==> config.mk <==
export PLATFORM = sky130hd
export DESIGN_NAME = seven_seg_scan_ctrl
export DESIGN_NICKNAME = d
export VERILOG_FILES = /design/src/rtl/seven_seg_scan_ctrl.sv
export SDC_FILE = /design/constraint.sdc
export NUM_CORES = 1
export LEC_CHECK = 0
export BUFFER_PORTS_ARGS = -buffer_cell sky130_fd_sc_hd__buf_2
export CAP_MARGIN = 5
export CORE_MARGIN = 2
export CORE_UTILIZATION = 50
export DETAILED_ROUTE_END_ITERATION = 12
export PLACE_DENSITY = 0.74
export SLEW_MARGIN = 20
export SYNTH_ARGS = -nofsm -noshare
export SYNTH_HDL_FRONTEND = slang
export SYNTH_SLANG_ARGS = --single-unit
==> constraint.sdc <==
create_clock -name clk -period 4.65 [get_ports clk]
set_input_delay 0.93 -clock clk [delete_from_list [all_inputs] [get_ports clk]]
set_output_delay 0.93 -clock clk [all_outputs]
set_load 0.02 [all_outputs]
==> src/rtl/seven_seg_scan_ctrl.sv <==
// Eight-digit seven-segment scan controller: steps the digit index at a fixed
// refresh rate and double-buffers the displayed value so updates land only on frame boundaries.
module seven_seg_scan_ctrl #(
  parameter int COUNT_MAX = 100000,
  parameter int N         = 3
) (
  input  logic         clk,
  input  logic         reset,
  input  logic [31:0]  value,
  input  logic         load,
  input  logic         blank_lz,
  input  logic [7:0]   dp_mask,
  output logic [N-1:0] sel,
  output logic [6:0]   segments,
  output logic         dp,
  output logic         frame_done
);

  localparam int CW = (COUNT_MAX > 1) ? $clog2(COUNT_MAX) : 1;
  // COUNT_MAX-1 always fits in CW bits, so the terminal count is exact.
  localparam logic [CW-1:0] CNT_LAST = CW'(COUNT_MAX - 1);

  logic [CW-1:0] r_cnt;
  logic [N-1:0]  r_sel;
  logic [31:0]   r_shadow;
  logic [31:0]   r_disp;
  logic          r_pending;
  logic          r_frame_done;

  logic          w_tick;
  logic          w_wrap;
  logic [3:0]    w_nib;
  logic [2:0]    w_msd;

  function automatic logic [6:0] seg_decode(input logic [3:0] nib);
    logic [6:0] s;
    case (nib)
      4'h0: s = 7'h40;
      4'h1: s = 7'h79;
      4'h2: s = 7'h24;
      4'h3: s = 7'h30;
      4'h4: s = 7'h19;
      4'h5: s = 7'h12;
      4'h6: s = 7'h02;
      4'h7: s = 7'h78;
      4'h8: s = 7'h00;
      4'h9: s = 7'h10;
      4'hA: s = 7'h08;
      4'hB: s = 7'h03;
      4'hC: s = 7'h46;
      4'hD: s = 7'h21;
      4'hE: s = 7'h06;
      default: s = 7'h0E;
    endcase
    return s;
  endfunction

  assign w_tick = (r_cnt == CNT_LAST);
  assign w_wrap = w_tick && (&r_sel);

  always_ff @(posedge clk or posedge reset) begin
    if (reset) begin
      r_cnt        <= '0;
      r_sel        <= '0;
      r_shadow     <= '0;
      r_disp       <= '0;
      r_pending    <= 1'b0;
      r_frame_done <= 1'b0;
    end else begin
      r_cnt        <= w_tick ? '0 : r_cnt + 1'b1;
      r_frame_done <= w_wrap;
      if (w_tick) r_sel <= r_sel + 1'b1;
      // A load coinciding with the wrap bypasses the shadow so it shows next frame.
      if (w_wrap) begin
        if (load) begin
          r_disp    <= value;
          r_shadow  <= value;
          r_pending <= 1'b0;
        end else if (r_pending) begin
          r_disp    <= r_shadow;
          r_pending <= 1'b0;
        end
      end else if (load) begin
        r_shadow  <= value;
        r_pending <= 1'b1;
      end
    end
  end

  always_comb begin
    w_msd = '0;
    for (int k = 1; k < 8; k++) begin
      if (r_disp[4*k +: 4] != 4'h0) w_msd = 3'(k);
    end
  end

  assign w_nib      = r_disp[{r_sel, 2'b00} +: 4];
  assign segments   = (blank_lz && (r_sel > w_msd)) ? 7'h7F : seg_decode(w_nib);
  assign dp         = ~dp_mask[r_sel];
  assign sel        = r_sel;
  assign frame_done = r_frame_done;

endmodule

==> results of run 1 <==
## cells in the mapped netlist (all sizes together), types with 6 or more instances
| cell | instances |
|---|---|
| nand2 | 17 |
| nor4 | 8 |
| nor2 | 17 |
| mux2 | 69 |
| inv | 8 |
| mux2i | 7 |
| mux4 | 8 |
| buf | 8 |
| nor3 | 6 |
| a21oi | 7 |
| xnor2 | 10 |
| nand3 | 9 |
| dfrtp | 86 |
| xor2 | 6 |
| ha | 12 |
## power by group
part / internal [mW] / switching, mW
registers: 0.774 / 0.00625
logic: 0.0416 / 0.0416
clock network: 0.332 / 0.265
## layout by cell type (no fill, tap or decap), types with 9 or more instances in the layout
master / synthesis / routed
sky130_fd_sc_hd__mux2_4: 30 / 30
sky130_fd_sc_hd__mux2_2: 39 / 39
sky130_fd_sc_hd__ha_1: 12 / 12
sky130_fd_sc_hd__buf_2: 3 / 55
sky130_fd_sc_hd__clkbuf_8: 0 / 11
sky130_fd_sc_hd__nand3_1: 9 / 9
sky130_fd_sc_hd__nand2_1: 17 / 17
sky130_fd_sc_hd__dfrtp_1: 86 / 86
sky130_fd_sc_hd__nor2_1: 17 / 17
sky130_fd_sc_hd__xnor2_1: 10 / 10
## worst max-delay path: stages, from the launching register on
cell and delay, ns:
sky130_fd_sc_hd__dfrtp_1 0.74, sky130_fd_sc_hd__mux4_2 0.57, sky130_fd_sc_hd__mux2_2 0.32, sky130_fd_sc_hd__inv_1 0.14, sky130_fd_sc_hd__ha_1 0.26, sky130_fd_sc_hd__nor3_1 0.19, sky130_fd_sc_hd__a21oi_1 0.07, sky130_fd_sc_hd__a31oi_1 0.17
sky130_fd_sc_hd__buf_2 0.19
## per-stage QoR
step	worst slack (ns)	utilization	hold slack, ns	total power [mW]	std cells
6_report	0.708	0.586	0.486	1.46	486
5_1_grt	0.495	0.586	0.518	1.52	486
4_1_cts	0.696	0.586	0.491	1.47	486
3_5_place_dp	1.09	0.558	0.479	0.882	470
3_3_place_gp	1.15	0.558	0.470	0.878	470
2_1_floorplan	1.10	-	0.455	0.847	320
## area by class of cell
type                    instances  area share
well taps                     105      0.0271
multi-input cells             213       0.412
clock inverters                 5      0.0168
repair buffers                 58      0.0615
flip-flops and latches         86       0.445
inverters                       8     0.00672
clock buffers                  11      0.0313
## kinds of logic (layout without fill, tap and decap cells)
family | after synthesis | after routing | share of synthesized area
flip-flops | 86 | 86 | 0.502
XOR/XNOR | 16 | 16 | 0.0327
AND/OR/NAND/NOR | 75 | 75 | 0.0908
AO/OA/AOI/OAI | 26 | 26 | 0.0406
multiplexers | 84 | 84 | 0.266
adder cells (fa/ha/maj) | 12 | 12 | 0.0350
buffers and inverters | 21 | 82 | 0.0324
## worst paths after layout
check | start | endpoint | depth (start not counted)
max in group asynchronous | reset | r_shadow[7]$_DFFE_PP0P_ | 3
min in group asynchronous | reset | r_cnt[15]$_DFF_PP0_ | 2
worst min-delay path | r_cnt[0]$_DFF_PP0_ | r_cnt[0]$_DFF_PP0_ | 1
worst max-delay path | sel[1]$_DFFE_PP0N_ | segments[3] | 8
worst max register to register | r_cnt[12]$_DFF_PP0_ | r_disp[30]$_DFFE_PP0P_ | 5
worst min register to register | r_cnt[0]$_DFF_PP0_ | r_cnt[0]$_DFF_PP0_ | 1
## registers in the layout (all words and copies together), names as in the netlist
name and cells:
sel 3, r_cnt 17, r_pending 1, r_shadow 32, r_disp 32, frame_done 1
## layer usage
layer  vias to the layer above  wire, µm  global-route usage
met5                         -         0                   0
met4                         0        80              0.0411
met3                        12       412              0.0559
met2                        73      3900               0.298
met1                      1357      3630               0.255
li1                       1266         -                   -
==> qor.yml, run 1 <==
drt:
  drcViolationCount: 0
  route.detailed.wl_per_inst_um: 16.5
  postRouteAntennaNets: 0
  vias_per_cell: 5.57
  detailroute.via_count: 2708
  detailedRoute.firstPassIterationCount: 4
  drtIter0Drc: 166
  drt-total-wl_mm: 8.02
global_route:
  grt_pass1_wl_mm: 13.2
  global_route.overflow_total: 0
  first_global_vias: 2690
  grt_antenna_before_repair: 0
  groute.usage.overall: 0.187
  largest_net_degree_at_the_start_of_global_routing: 64
placement:
  dpl-instance-area_um2: 4610
  dpl.hpwl_mm: 5.70
  place.port_buffers: 55
  final_weighted_congestion_in_routability_driven_placement: 0.894
clock_network:
  h-tree-depth: 3
  ctsRootBufferMaster: "sky130_fd_sc_hd__clkbuf_8"
  clk-insertion-delay-late_ns: 0.36
  hold_buffers: 0
  clk_pin_slew_ns: 0.08
  clock_path_buffers: 2
  ctsResizeCount: 0
  post-cts-setup-buffers: 0
  cts_inserted_buffers: 9
  tritoncts_clock_tree: "done"
  clock_sink_count: 86
floorplan:
  placementRows: 33
  number_of_primary_i_o_pins: 56
  core-area_um2: 8260
  design.die.area_um2: 9320
  effective_utilization_at_floorplan: 0.519
  die_height_um: 96.6
  fp.dieW_um: 96.6
sta:
  post-route-period-util: 0.848
  worst_slew_pin_slew_ns: 1.01
  report.final.hold_viol_count: 0
  rsz0062_at_grt: "no"
  maxClockFrequency_mhz: 254
  slew-limit-headroom: 0.327
  fin_skew_ns: 0.00638
  final.min_clock_period_ns: 3.94
  finalSetupViolCount: 0
  drv_slew: 0
  summed_negative_setup_slack_over_all_endpoints_ns: 0
logic_synthesis:
  netlist_area_um2: 4280
  synth_cells: 320
  synth.lib_cells_used.distinct: 44
  post-synth-top-area-cell: "sky130_fd_sc_hd__dfrtp_1"
  synth.top_cells.by_area: "sky130_fd_sc_hd__dfrtp_1 50%, sky130_fd_sc_hd__mux2_4 11%, sky130_fd_sc_hd__mux2_2 10%, sky130_fd_sc_hd__mux4_2 4.2%, sky130_fd_sc_hd__ha_1 3.5%"
  synth_edf_count: 0
  synthFlopType: "sky130_fd_sc_hd__dfrtp_1"
  post_synthesis_net_count: 376
  avgSynthCellArea_um2: 13.4
  count_of_synthesis_stage_warnings_from_yosys: 0
  yosysSeqAreaShare: 0.502
  postSynthRegisterBits: 86
  synth_async_sr_flop_share: 1.00
  synth_top_cell_area_share: 0.502
layout:
  stdcell_area_um2: 4840
  antenna-diode-count: 0
  num-fill-cells: 688
  design.final.nets: 432
  area.growth.synth_to_final_pct: 13.0
  layout.area.seq_um2: 2150
  multiInputGateArea_um2: 1990
  post_route_cells_drive_above_1_share: 0.407
power_and_ir_drop:
  max-vdd-ir-drop_mv: 0.224
  power_density_nw_per_um2: 302
  power.leakage_nw: 2.27
critical_path:
  critical_path_arrival_ns: 3.01
  worst_setup_path_end_kind: "output port"
  worst-endpoint-required_ns: 3.72
  crit_path_start_kind: "flop"
  timing.setup.critical_path_class: "flop to output port"
  path_max_fanout: 15
  reg2reg_setup_slack_ns: 1.60
status:
  outcome: "completed"
worst_hold_path:
  timing.hold.worst.class: "flop to flop"
flow_run:
  number_of_max_cap_violations: 0
Note: power is estimated with default switching activity, not from simulation.
==> run 2, diff against run 1 <==
PLACE_DENSITY = 0.76   (was 0.74)
clock period = 3.25 ns   (was 4.65 ns; I/O delays follow)
==> run 2 against run 1 <==
Net effect:
- the run now ends with setup timing left
- power grew 47%
- clock-buffer cell count up 2
- core utilization rose by 3.5 points
- design area increased by 6.0%
- routed wire length is 6.4% higher
- first-iteration DRC count increased by 31%
- clock skew up 0.0054 ns
- sequential power increased by 43%
- non-clock buffer count increased by 13
- largest power group unchanged
==> qor.yml, run 2 (synthesis gave the netlist of run 1 again) <==
status:
  outcome: "finished, violations left"
  failed_checks: "setup timing"
critical_path:
  worst_setup_path_endpoint: "segments[3]"
  crit_path_max_incr_delay_ns: 0.44
  worst_setup_path_end_kind: "output port"
  timing.critical_path.max_delay_family: "simple AND/OR/NAND/NOR gates"
  crit_slowest_cell: "sky130_fd_sc_hd__dfrtp_1"
  worst-endpoint-required_ns: 2.60
  reg2reg_setup_slack_ns: 0.71
  path_max_fanout: 4
  crit_buf_inv: 1
  startpoint: "r_disp[20]$_DFFE_PP0P_"
  cp_cell_sequence: "nor4_2 > nand2_1 > a21oi_2 > nor2_1 > ha_1 > nor2b_4 > o21ai_2 > a21oi_2 > nor4_2 > a31oi_1 > buf_4"
  critical_path_arrival_ns: 2.64
  cp_num_cells: 11
  r2r.worst_path.cells: 6
  timing.setup.critical_path_class: "flop to output port"
  critical_path.reg2reg.endpoint: "r_disp[30]$_DFFE_PP0P_"
  crit_path_start_kind: "flop"
  source_of_the_worst_register_to_register_timing_path: "r_cnt[12]$_DFF_PP0_"
drt:
  detailedRoute.firstPassIterationCount: 4
  vias_per_cell: 5.54
  route.detailed.wl_per_inst_um: 17.1
  postRouteAntennaNets: 0
  detailroute.via_count: 2762
  drtIter0Drc: 217
  drcViolationCount: 0
  drt-total-wl_mm: 8.53
floorplan:
  fp.dieW_um: 96.6
  core-area_um2: 8260
  placementRows: 33
  die_height_um: 96.6
  number_of_primary_i_o_pins: 56
  design.die.area_um2: 9320
  effective_utilization_at_floorplan: 0.519
layout:
  design.final.nets: 445
  mostFrequentLayoutCells: "80 x sky130_fd_sc_hd__dfrtp_1, 50 x sky130_fd_sc_hd__buf_2, 38 x sky130_fd_sc_hd__mux2_2"
  post_route_cells_drive_above_1_share: 0.482
  stdcell_area_um2: 5130
  post_layout_nonfiller_instances: 499
  antenna-diode-count: 0
  mostFrequentLayoutCell: "sky130_fd_sc_hd__dfrtp_1"
  registers_with_the_most_flip_flops: "r_disp: 32 flops, r_shadow: 32 flops, r_cnt: 17 flops"
  area.growth.synth_to_final_pct: 19.8
sta:
  fin_skew_ns: 0.0118
  maxClockFrequency_mhz: 304
  drv_slew: 0
  summed_negative_setup_slack_over_all_endpoints_ns: -0.0773
  report.final.hold_viol_count: 0
  holdWs_ns: 0.381
  finalSetupViolCount: 3
  fin_ws_ns: -0.0428
  slew-limit-headroom: 0.545
  post-route-period-util: 1.01
  rsz0062_at_grt: "yes"
  worst_slew_pin_slew_ns: 0.681
  final.min_clock_period_ns: 3.29
power_and_ir_drop:
  max-vdd-ir-drop_mv: 0.285
  report.power.total_mw: 2.15
  power.leakage_nw: 2.40
  power_density_nw_per_um2: 418
global_route:
  grt_antenna_before_repair: 0
  gr-usage-met3: 0.0442
  first_global_vias: 2793
  global_route.overflow_total: 0
  largest_net_degree_at_the_start_of_global_routing: 48
  grt_pass1_wl_mm: 13.7
  groute.usage.overall: 0.195
  grtUsageMet2: 0.316
  grt.busiest_layer: "met2"
  met1_usage_grt: 0.261
flow_run:
  number_of_max_cap_violations: 0
clock_network:
  hold_buffers: 0
  h-tree-depth: 3
  tritoncts_clock_tree: "done"
  ctsRootBufferMaster: "sky130_fd_sc_hd__clkbuf_8"
  clock_path_buffers: 2
  cts_inserted_buffers: 9
  clk_pin_slew_ns: 0.08
  clk-insertion-delay-late_ns: 0.34
  clock_sink_count: 86
placement:
  dpl.hpwl_mm: 5.93
  final_weighted_congestion_in_routability_driven_placement: 0.891
  dpl-instance-area_um2: 4700
  place.port_buffers: 55
  post-place-cells: 477
worst_hold_path:
  timing.hold.worst.class: "input port to async pin"
==> run 2: cell types whose count changed in the layout (fill, tap and decap cells not counted), sizes merged <==
cell / delta
buf: +13
bufinv: +1
clkbuf: +2
clkinv: -1
clkinvlp: -1
inv: -1
==> run 2: layer usage <==
metal  wire length [µm]  up-vias  share of wire
met5                  0        -              0
li1                   -     1293              -
met1               3930     1397           0.46
met3                304       12          0.036
met2               4200       60           0.49
met4                105        0          0.012
==> run 2: how the worst min path moves through the flow <==
stage / startpoint / endpoint / slack, ns / cells past startpoint
6_report: reset / r_cnt[12]$_DFF_PP0_ / 0.38 / 2
5_1_grt: reset / r_cnt[12]$_DFF_PP0_ / 0.43 / 2
4_1_cts: reset / r_cnt[8]$_DFF_PP0_ / 0.39 / 2
3_5_place_dp: r_cnt[13]$_DFF_PP0_ / r_cnt[13]$_DFF_PP0_ / 0.48 / 1
3_3_place_gp: r_pending$_DFFE_PP0P_ / r_pending$_DFFE_PP0P_ / 0.47 / 2
2_1_floorplan: r_cnt[0]$_DFF_PP0_ / r_cnt[0]$_DFF_PP0_ / 0.46 / 1
==> run 2: worst register-to-register path, stage by stage (launching register included) <==
cell and delay, ns:
sky130_fd_sc_hd__dfrtp_1 0.42, sky130_fd_sc_hd__or4b_1 0.58, sky130_fd_sc_hd__nor4_1 0.27, sky130_fd_sc_hd__and2_2 0.18, sky130_fd_sc_hd__and3b_2 0.43, sky130_fd_sc_hd__buf_12 0.21
sky130_fd_sc_hd__mux2_2 0.33
==> run 2: area by class of cell <==
type	instances	area, µm²
inverter	8	31.3
clock inverter	3	90.1
sequential	86	2160
timing repair buffer	71	449
fill	635	3120
tap	105	131
multi-input combinational	213	2110
clock buffer	13	159
==> run 2: power by group <==
part           internal [mW]  switching (mW)
Sequential              1.11         0.00895
Clock                  0.554           0.353
Combinational         0.0612          0.0605
Total                   1.72           0.423
==> run 2: per-stage QoR <==
step / utilization / setup WS (ns)
after floorplan: - / 0.0940
after global placement: 0.569 / 0.218
after detailed placement: 0.569 / 0.168
after CTS: 0.608 / 0.00623
after global routing: 0.622 / -0.158
final: 0.622 / -0.0428
==> run 2: what timing repair did <==
action                     in CTS  in global routing
pin swaps                       2                  7
gates cloned                    0                  0
buffers inserted                3                  3
resized for setup              12                 28
setup endpoints to repair       7                  7
